[config.mk]
export PLATFORM = sky130hd
export DESIGN_NAME = keccak_arbiter
export DESIGN_NICKNAME = d
export VERILOG_FILES = /design/src/rtl/keccak_arbiter.sv
export SDC_FILE = /design/constraint.sdc
export NUM_CORES = 1
export LEC_CHECK = 0
export ABC_AREA = 1
export BUFFER_PORTS_ARGS = -buffer_cell sky130_fd_sc_hd__buf_2
export CAP_MARGIN = 10
export CORE_AREA = 2 2 646 648
export CTS_BUF_LIST = sky130_fd_sc_hd__clkbuf_4 sky130_fd_sc_hd__clkbuf_8
export DETAILED_ROUTE_END_ITERATION = 6
export DIE_AREA = 0 0 648 650
export SYNTH_ARGS = -nofsm -noshare
export SYNTH_HDL_FRONTEND = slang
export SYNTH_SLANG_ARGS = --single-unit
[constraint.sdc]
create_clock -name clk -period 4.3 [get_ports clk]
set_input_delay 1.29 -clock clk [delete_from_list [all_inputs] [get_ports clk]]
set_output_delay 1.29 -clock clk [all_outputs]
set_load 0.01 [all_outputs]
[src/rtl/keccak_arbiter.sv]
// Two-requester round-robin front end for a single Keccak core.
// One requester at a time is granted the core: the core is cleared with a
// one-cycle k_reset, the granted requester's words are streamed into it, and
// the arbiter then waits for the digest (bounded by a watchdog).
//
// Ports
//   clk, reset                  clock, asynchronous active-low reset
//   reqN_valid/data/last/byte_num   requester N word offer (N = 0, 1)
//   reqN_ready                  word accepted when valid & ready
//   reqN_digest                 registered digest of N's last completed message
//   reqN_done / reqN_err        one-cycle completion pulse / timeout qualifier
//   k_reset                     core synchronous reset (high in CLEAR and in reset)
//   k_in/k_in_ready/k_is_last/k_byte_num   core word interface
//   k_buffer_full/k_out/k_out_ready        core status and digest
module keccak_arbiter #(
  parameter int unsigned WDOG_CYCLES = 4096,
  parameter int unsigned WDOG_W      = 13
) (
  input  logic         clk,
  input  logic         reset,
  input  logic         req0_valid,
  input  logic [31:0]  req0_data,
  input  logic         req0_last,
  input  logic [1:0]   req0_byte_num,
  output logic         req0_ready,
  output logic [511:0] req0_digest,
  output logic         req0_done,
  output logic         req0_err,
  input  logic         req1_valid,
  input  logic [31:0]  req1_data,
  input  logic         req1_last,
  input  logic [1:0]   req1_byte_num,
  output logic         req1_ready,
  output logic [511:0] req1_digest,
  output logic         req1_done,
  output logic         req1_err,
  output logic         k_reset,
  output logic [31:0]  k_in,
  output logic         k_in_ready,
  output logic         k_is_last,
  output logic [1:0]   k_byte_num,
  input  logic         k_buffer_full,
  input  logic [511:0] k_out,
  input  logic         k_out_ready
);

  typedef enum logic [1:0] {StIdle, StClear, StFeed, StWait} state_e;

  state_e              state_q;
  logic                grant_q;       // 0 = req0, 1 = req1
  logic                last_grant_q;
  logic [WDOG_W-1:0]   wdog_q;
  logic                k_reset_q;
  logic [1:0]          done_q;
  logic [1:0]          err_q;
  logic [511:0]        digest0_q;
  logic [511:0]        digest1_q;

  logic                arb_grant;
  logic                g_valid;
  logic [31:0]         g_data;
  logic                g_last;
  logic [1:0]          g_byte_num;
  logic                feed;
  logic                g_ready;
  logic                xfer;

  // Tie goes to the requester that was not served last.
  always_comb begin
    arb_grant = req1_valid;
    if (req0_valid && req1_valid) begin
      arb_grant = ~last_grant_q;
    end
  end

  always_comb begin
    g_valid    = grant_q ? req1_valid    : req0_valid;
    g_data     = grant_q ? req1_data     : req0_data;
    g_last     = grant_q ? req1_last     : req0_last;
    g_byte_num = grant_q ? req1_byte_num : req0_byte_num;
    feed       = (state_q == StFeed);
    g_ready    = feed & ~k_buffer_full;
    xfer       = g_valid & g_ready;
  end

  assign req0_ready  = g_ready & ~grant_q;
  assign req1_ready  = g_ready & grant_q;
  assign k_in_ready  = xfer;
  assign k_in        = feed ? g_data : 32'h0;
  assign k_is_last   = xfer & g_last;
  assign k_byte_num  = feed ? g_byte_num : 2'b00;
  assign k_reset     = k_reset_q;
  assign req0_done   = done_q[0];
  assign req1_done   = done_q[1];
  assign req0_err    = err_q[0];
  assign req1_err    = err_q[1];
  assign req0_digest = digest0_q;
  assign req1_digest = digest1_q;

  always_ff @(posedge clk or negedge reset) begin
    if (!reset) begin
      state_q      <= StIdle;
      grant_q      <= 1'b0;
      last_grant_q <= 1'b1;
      wdog_q       <= '0;
      k_reset_q    <= 1'b1;
      done_q       <= 2'b00;
      err_q        <= 2'b00;
      digest0_q    <= '0;
      digest1_q    <= '0;
    end else begin
      k_reset_q <= 1'b0;
      done_q    <= 2'b00;
      err_q     <= 2'b00;
      case (state_q)
        StIdle: begin
          // k_out_ready is deliberately ignored here; it may be stale.
          if (req0_valid || req1_valid) begin
            grant_q      <= arb_grant;
            last_grant_q <= arb_grant;
            k_reset_q    <= 1'b1;
            state_q      <= StClear;
          end
        end
        StClear: begin
          state_q <= StFeed;
        end
        StFeed: begin
          if (xfer && g_last) begin
            wdog_q  <= '0;
            state_q <= StWait;
          end
        end
        StWait: begin
          if (k_out_ready) begin
            if (grant_q) begin
              digest1_q <= k_out;
            end else begin
              digest0_q <= k_out;
            end
            done_q[grant_q] <= 1'b1;
            state_q         <= StIdle;
          end else if (wdog_q == WDOG_W'(WDOG_CYCLES)) begin
            done_q[grant_q] <= 1'b1;
            err_q[grant_q]  <= 1'b1;
            state_q         <= StIdle;
          end else begin
            wdog_q <= wdog_q + 1'b1;
          end
        end
        default: state_q <= StIdle;
      endcase
    end
  end

endmodule

**Yosys cells after proc, flatten, opt, wreduce, memory -nomap -nowiden**

Cells that the tools add are included.
Widths: inputs -> output; s select.

- Output and inout bits: 1067
- Input bits: 588
- Flip-flop bits (word level): 1046
- Word-level logic and storage cells: 65

- Bitwise logic cells: 8
- Multiplexer cells: 25
- Equality and inequality tests: 9
- Add/sub/neg operators: 1
- Reduce and logical (&&, ||, !) cells: 11
- $lt $le $gt $ge: 2

Operators by type and width:

| kind | number |
|---|---|
| $mux 32 | 2 |
| $mux 13 | 3 |
| $pmux 13 s2 | 1 |
| $mux 2 | 11 |
| $add 13x1->13 const B | 1 |
| $eq 13x13->1 const B | 1 |
| $reduce_and 3->1 | 3 |
| $pmux 2 s4 | 1 |
| $mux 1 | 6 |
| $ne 2x2->1 const B | 3 |
| $and 1x1->1 | 5 |
| $eq 2x2->1 const B | 2 |
| $reduce_and 4->1 | 1 |
| $logic_and 1x1->1 | 3 |
| $ne 3x3->1 const B | 1 |
| $not 1->1 | 3 |
| $eq 2x1->1 const B | 1 |
| $logic_not 2->1 | 1 |
| $lt 1x2->1 const B | 1 |
| $ne 2x1->1 const B | 1 |
| $reduce_and 2->1 | 1 |
| $reduce_bool 2->1 | 1 |
| $demux 1 s1 | 1 |
| $ge 1x1->1 const B | 1 |
| $logic_or 1x1->1 | 1 |

**Longest topological paths before layout**

- Depth after elaboration: 7
- Depth in mapped cells: 11
- Gate-level depth less buffers: 10

**Worst setup path after synthesis**

OpenSTA, ideal clock, no wires.

- Kind: input to output
- From: input k_buffer_full
- To: output k_in_ready
- Path slack: 1.274 ns
- Data required time: 3.010 ns
- Arrival time: 1.736 ns
- Stages: 3
- Path buffers: 0
- Cell sequence: nor2_1 -> inv_1 -> nor3_1

- Word-level cells in the longest chain between the ends: 3

RTL lines:

| what | RTL line | RTL |
|---|---|---|
| start: declaration | 42 | `input logic k_buffer_full,` |
| $not 1->1 | 82 | `g_ready = feed & ~k_buffer_full;` |
| $and 1x1->1 | 82 |  |
| $and 1x1->1 | 83 | `xfer = g_valid & g_ready;` |
| end: declaration | 39 | `output logic k_in_ready,` |

No other way between the ends.

**Worst setup path after layout**

- From: register grant_q
- To: output k_in[2]

- Word-level cells in the longest chain between the ends: 2

RTL lines:

| what | RTL line | RTL |
|---|---|---|
| start: declaration | 50 | `logic grant_q;` |
| start signal: assignment | 119 | `grant_q <= arb_grant;` |
| $mux 32 | 78 | `g_data = grant_q ? req1_data : req0_data;` |
| $mux 32 | 89 | `assign k_in = feed ? g_data : 32'h0;` |
| end: declaration | 38 | `output logic [31:0] k_in,` |

No other way between the ends.

==> run_results.csv <==
group,metric,value,unit
outcome,violations,"antenna rules",
cts,hold_buffers,0,
run,maxCapViolations,0,
detailed_routing,vias_per_cell,3.192,
timing,rsz0062_at_grt,"no",
cts,post_cts_resized,0,
setup_path,worstSetupStartpointType,"flop",
logic_synthesis,syn_inst,4131,
grt,grt_overflow,0,
detailed_routing,wl_per_cell,29.32,µm
detailed_routing,drtPass1Iterations,6,
hold_path,hold_path_class,"primary input to asynchronous set/reset pin",
timing,finalHoldViolCount,0,
timing,setup_viol,0,
final_layout,postLayoutCellArea,59060,µm²
logic_synthesis,yosys_warnings,0,
cts,post_cts_buffers,0,
logic_synthesis,netlist.area_leader.share,66.33,%
logic_synthesis,syn_area,39390,µm²
placement,dp_cells,11140,
logic_synthesis,synth_commonest_cells,"1092 x nand2_1, 1044 x dfrtp_1, 950 x o21ai_0",
setup_path,crit_chain,"inv_2 > buf_4 > nor2_1 > nor2_1 > buf_2",
timing,slew_headroom,43.36,%
setup_path,worstPathMaxFanout,22,
cts,h-tree-depth,4,
die,dieHeight,650,µm
logic_synthesis,synth_fp_nets,4724,
pwr,total_power,0.04874,W
logic_synthesis,ys.flop_type,"dfrtp_1",
timing,skew,0.1479,ns
timing,fin_crit_sh,92.40,%
logic_synthesis,synth_most_common_cell,"nand2_1",
timing,final_critical_path_setup_slack,0.3268,ns
setup_path,reg2reg_to,"req1_digest[340]",
final_layout,area_delta_synth_final,49.96,%
setup_path,reg2regPathDepth,6,
setup_path,arrival,2.68,ns
pwr,cellPowerDensity,825.2,nW/µm²
cts,cts_sinks,1046,
placement,io_buffers,1654,
final_layout,final_nets,6433,
setup_path,cp_top_family,"buffers and inverters",
cts,cts_tree,"yes",
pwr,cellLeakagePower,30.64,nW
grt,antenna_found_initial,165,
logic_synthesis,yosys-top-cells-area,"dfrtp_1 66%, o21ai_0 12%, nand2_1 10%",
detailed_routing,drc_errors,0,
die,die-area,421200,µm²
timing,fmax,0.2517,GHz
final_layout,drive_gt1_share,35.05,%
final_layout,finalNonFillerCells,11590,
grt,grt_usage,15.56,%
grt,grt_pass1_wl,414.9,mm
grt,grt_max_degree,194,
die,initial_core_util,9.494,%
setup_path,cp.required,3.01,ns
die,chipWidth,648,µm
cts,clk_path_buf_depth,4,
setup_path,endpoint_kind,"output port",
logic_synthesis,synth-seq-cells,1046,
pwr,ir_drop,334.1,µV
final_layout,fillCellCount,47470,
die,fp-row-count,237,
setup_path,worstReg2RegStart,"state_q[1]",
outcome,outcome,"finished with violations",
setup_path,cpPeakStageDelay,0.39,ns
logic_synthesis,avgSynthCellArea,9.535,µm²
cts,insertion_delay,1.06,ns
setup_path,ff2ff_setup_slack,1.39,ns
logic_synthesis,synth_edf_count,0,
detailed_routing,wl,339.9,mm
cts,clk_pin_slew,0.06,ns
timing,finalSetupTns,0,ns
setup_path,cp_slowest_cell,"inv_2",
timing,slew_violations,0,
logic_synthesis,synth_top_area_cell,"dfrtp_1",
detailed_routing,antenna_left,1,
setup_path,worst_path_most_repeated_cell,"nor2_1",
die,coreArea,414900,µm²
placement,place_congestion,0.9950,
placement,dp_slack,0.9243,ns
timing,period_needed,3.973,ns
timing,tightest_slew,0.8497,ns
die,io_pins,1655,
logic_synthesis,synth_cell_types,23,
placement,dpl-instance-area,54570,µm²
logic_synthesis,seq_area_frac_synth,66.46,%
placement,dpl.hpwl,299.3,mm
logic_synthesis,synthArstFlopShare,100.0,%
detailed_routing,vias,36990,
grt,grt_pass1_vias,34830,
detailed_routing,drtIter0Drc,3299,
setup_path,path_class,"flop to output port",
cts,cts_buffers,199,
cts,cts-root-buf,"clkbuf_8",
setup_path,path_buf_inv,3,
-- sequential cells by signal (all words and copies together) (netlist names) --
signal	flops
req0_digest	512
req1_digest	512
wdog_q	13
done_q	2
err_q	2
state_q	2
grant_q	1
k_reset	1
last_grant_q	1
-- worst max path at each step --
stage             startpoint    endpoint  cells past startpoint
2_1_floorplan  k_buffer_full  k_in_ready                      3
3_3_place_gp      req1_valid   k_is_last                      6
4_1_cts              grant_q     k_in[2]                      5
3_5_place_dp      req1_valid   k_is_last                      6
5_1_grt              grant_q     k_in[2]                      5
6_report             grant_q     k_in[2]                      5
-- metal layers --
metal / GRT usage (%) / part of all wire [%] / up-vias
li1: - / - / 16580
met1: 15.49 / 33 / 17950
met2: 26.07 / 48 / 1933
met3: 9.818 / 15 / 504
met4: 5.702 / 3.5 / 32
met5: 0 / 0.066 / -
-- report_power, final --
group          internal [W]  switching [W]  total [W]
logic               0.00537         0.0160     0.0214
clock network       0.00601        0.00484     0.0108
registers            0.0142        0.00233     0.0165
total                0.0256         0.0232     0.0487
-- layout make-up --
class	count	area, µm²	share of cell area [%]
Clock inverter	35	427.9	0.7245
Multi-Input combinational cell	2311	10150	17.18
Clock buffer	301	3774	6.389
Sequential cell	1046	26180	44.32
Inverter	531	1993	3.375
Timing Repair Buffer	1751	9371	15.87
Tap cell	5497	6878	11.64
Antenna cell	118	295.3	0.4999
-- placed cells by master (no fill, tap or decap), types with 2 or more instances in the layout --
| cell | Yosys | routed |
|---|---|---|
| nand3_1 | 24 | 24 |
| buf_4 | 3 | 69 |
| o21ai_0 | 950 | 950 |
| bufinv_16 | 0 | 7 |
| inv_12 | 0 | 3 |
| ha_1 | 5 | 5 |
| buf_2 | 99 | 1653 |
| dfstp_2 | 2 | 2 |
| inv_1 | 530 | 530 |
| nand2_1 | 1092 | 1092 |
| clkinv_4 | 0 | 3 |
| dfrtp_1 | 1044 | 1044 |
| clkbuf_4 | 0 | 59 |
| a21oi_1 | 5 | 5 |
| nor3_1 | 9 | 9 |
| diode_2 | 0 | 118 |
| clkinv_2 | 0 | 16 |
| o21ai_1 | 112 | 112 |
| clkbuf_8 | 0 | 242 |
| buf_12 | 0 | 29 |
| nor2_1 | 107 | 107 |
| nand3_4 | 0 | 2 |
| inv_6 | 0 | 4 |
-- stage by stage --
stage,hold slack (ns),utilization [%]
2_1_floorplan,0.4533,-
3_3_place_gp,0.4598,13.15
3_5_place_dp,0.4671,13.15
4_1_cts,0.1749,14.17
5_1_grt,0.2160,14.22
6_report,0.3439,14.24
-- cells by family (layout without fill, tap and decap cells) --
| group | count (synthesis) | after routing | share of synthesized area (%) |
|---|---|---|---|
| AOI/OAI and AO/OA | 1069 | 1069 | 13.62 |
| and+or+nand+nor | 1237 | 1237 | 11.95 |
| other | 0 | 118 | 0 |
| buffers and inverters | 774 | 2618 | 7.814 |
| adders and majority gates | 5 | 5 | 0.1588 |
| DFF | 1046 | 1046 | 66.46 |
No activity file was read; power rests on OpenSTA's default activity.
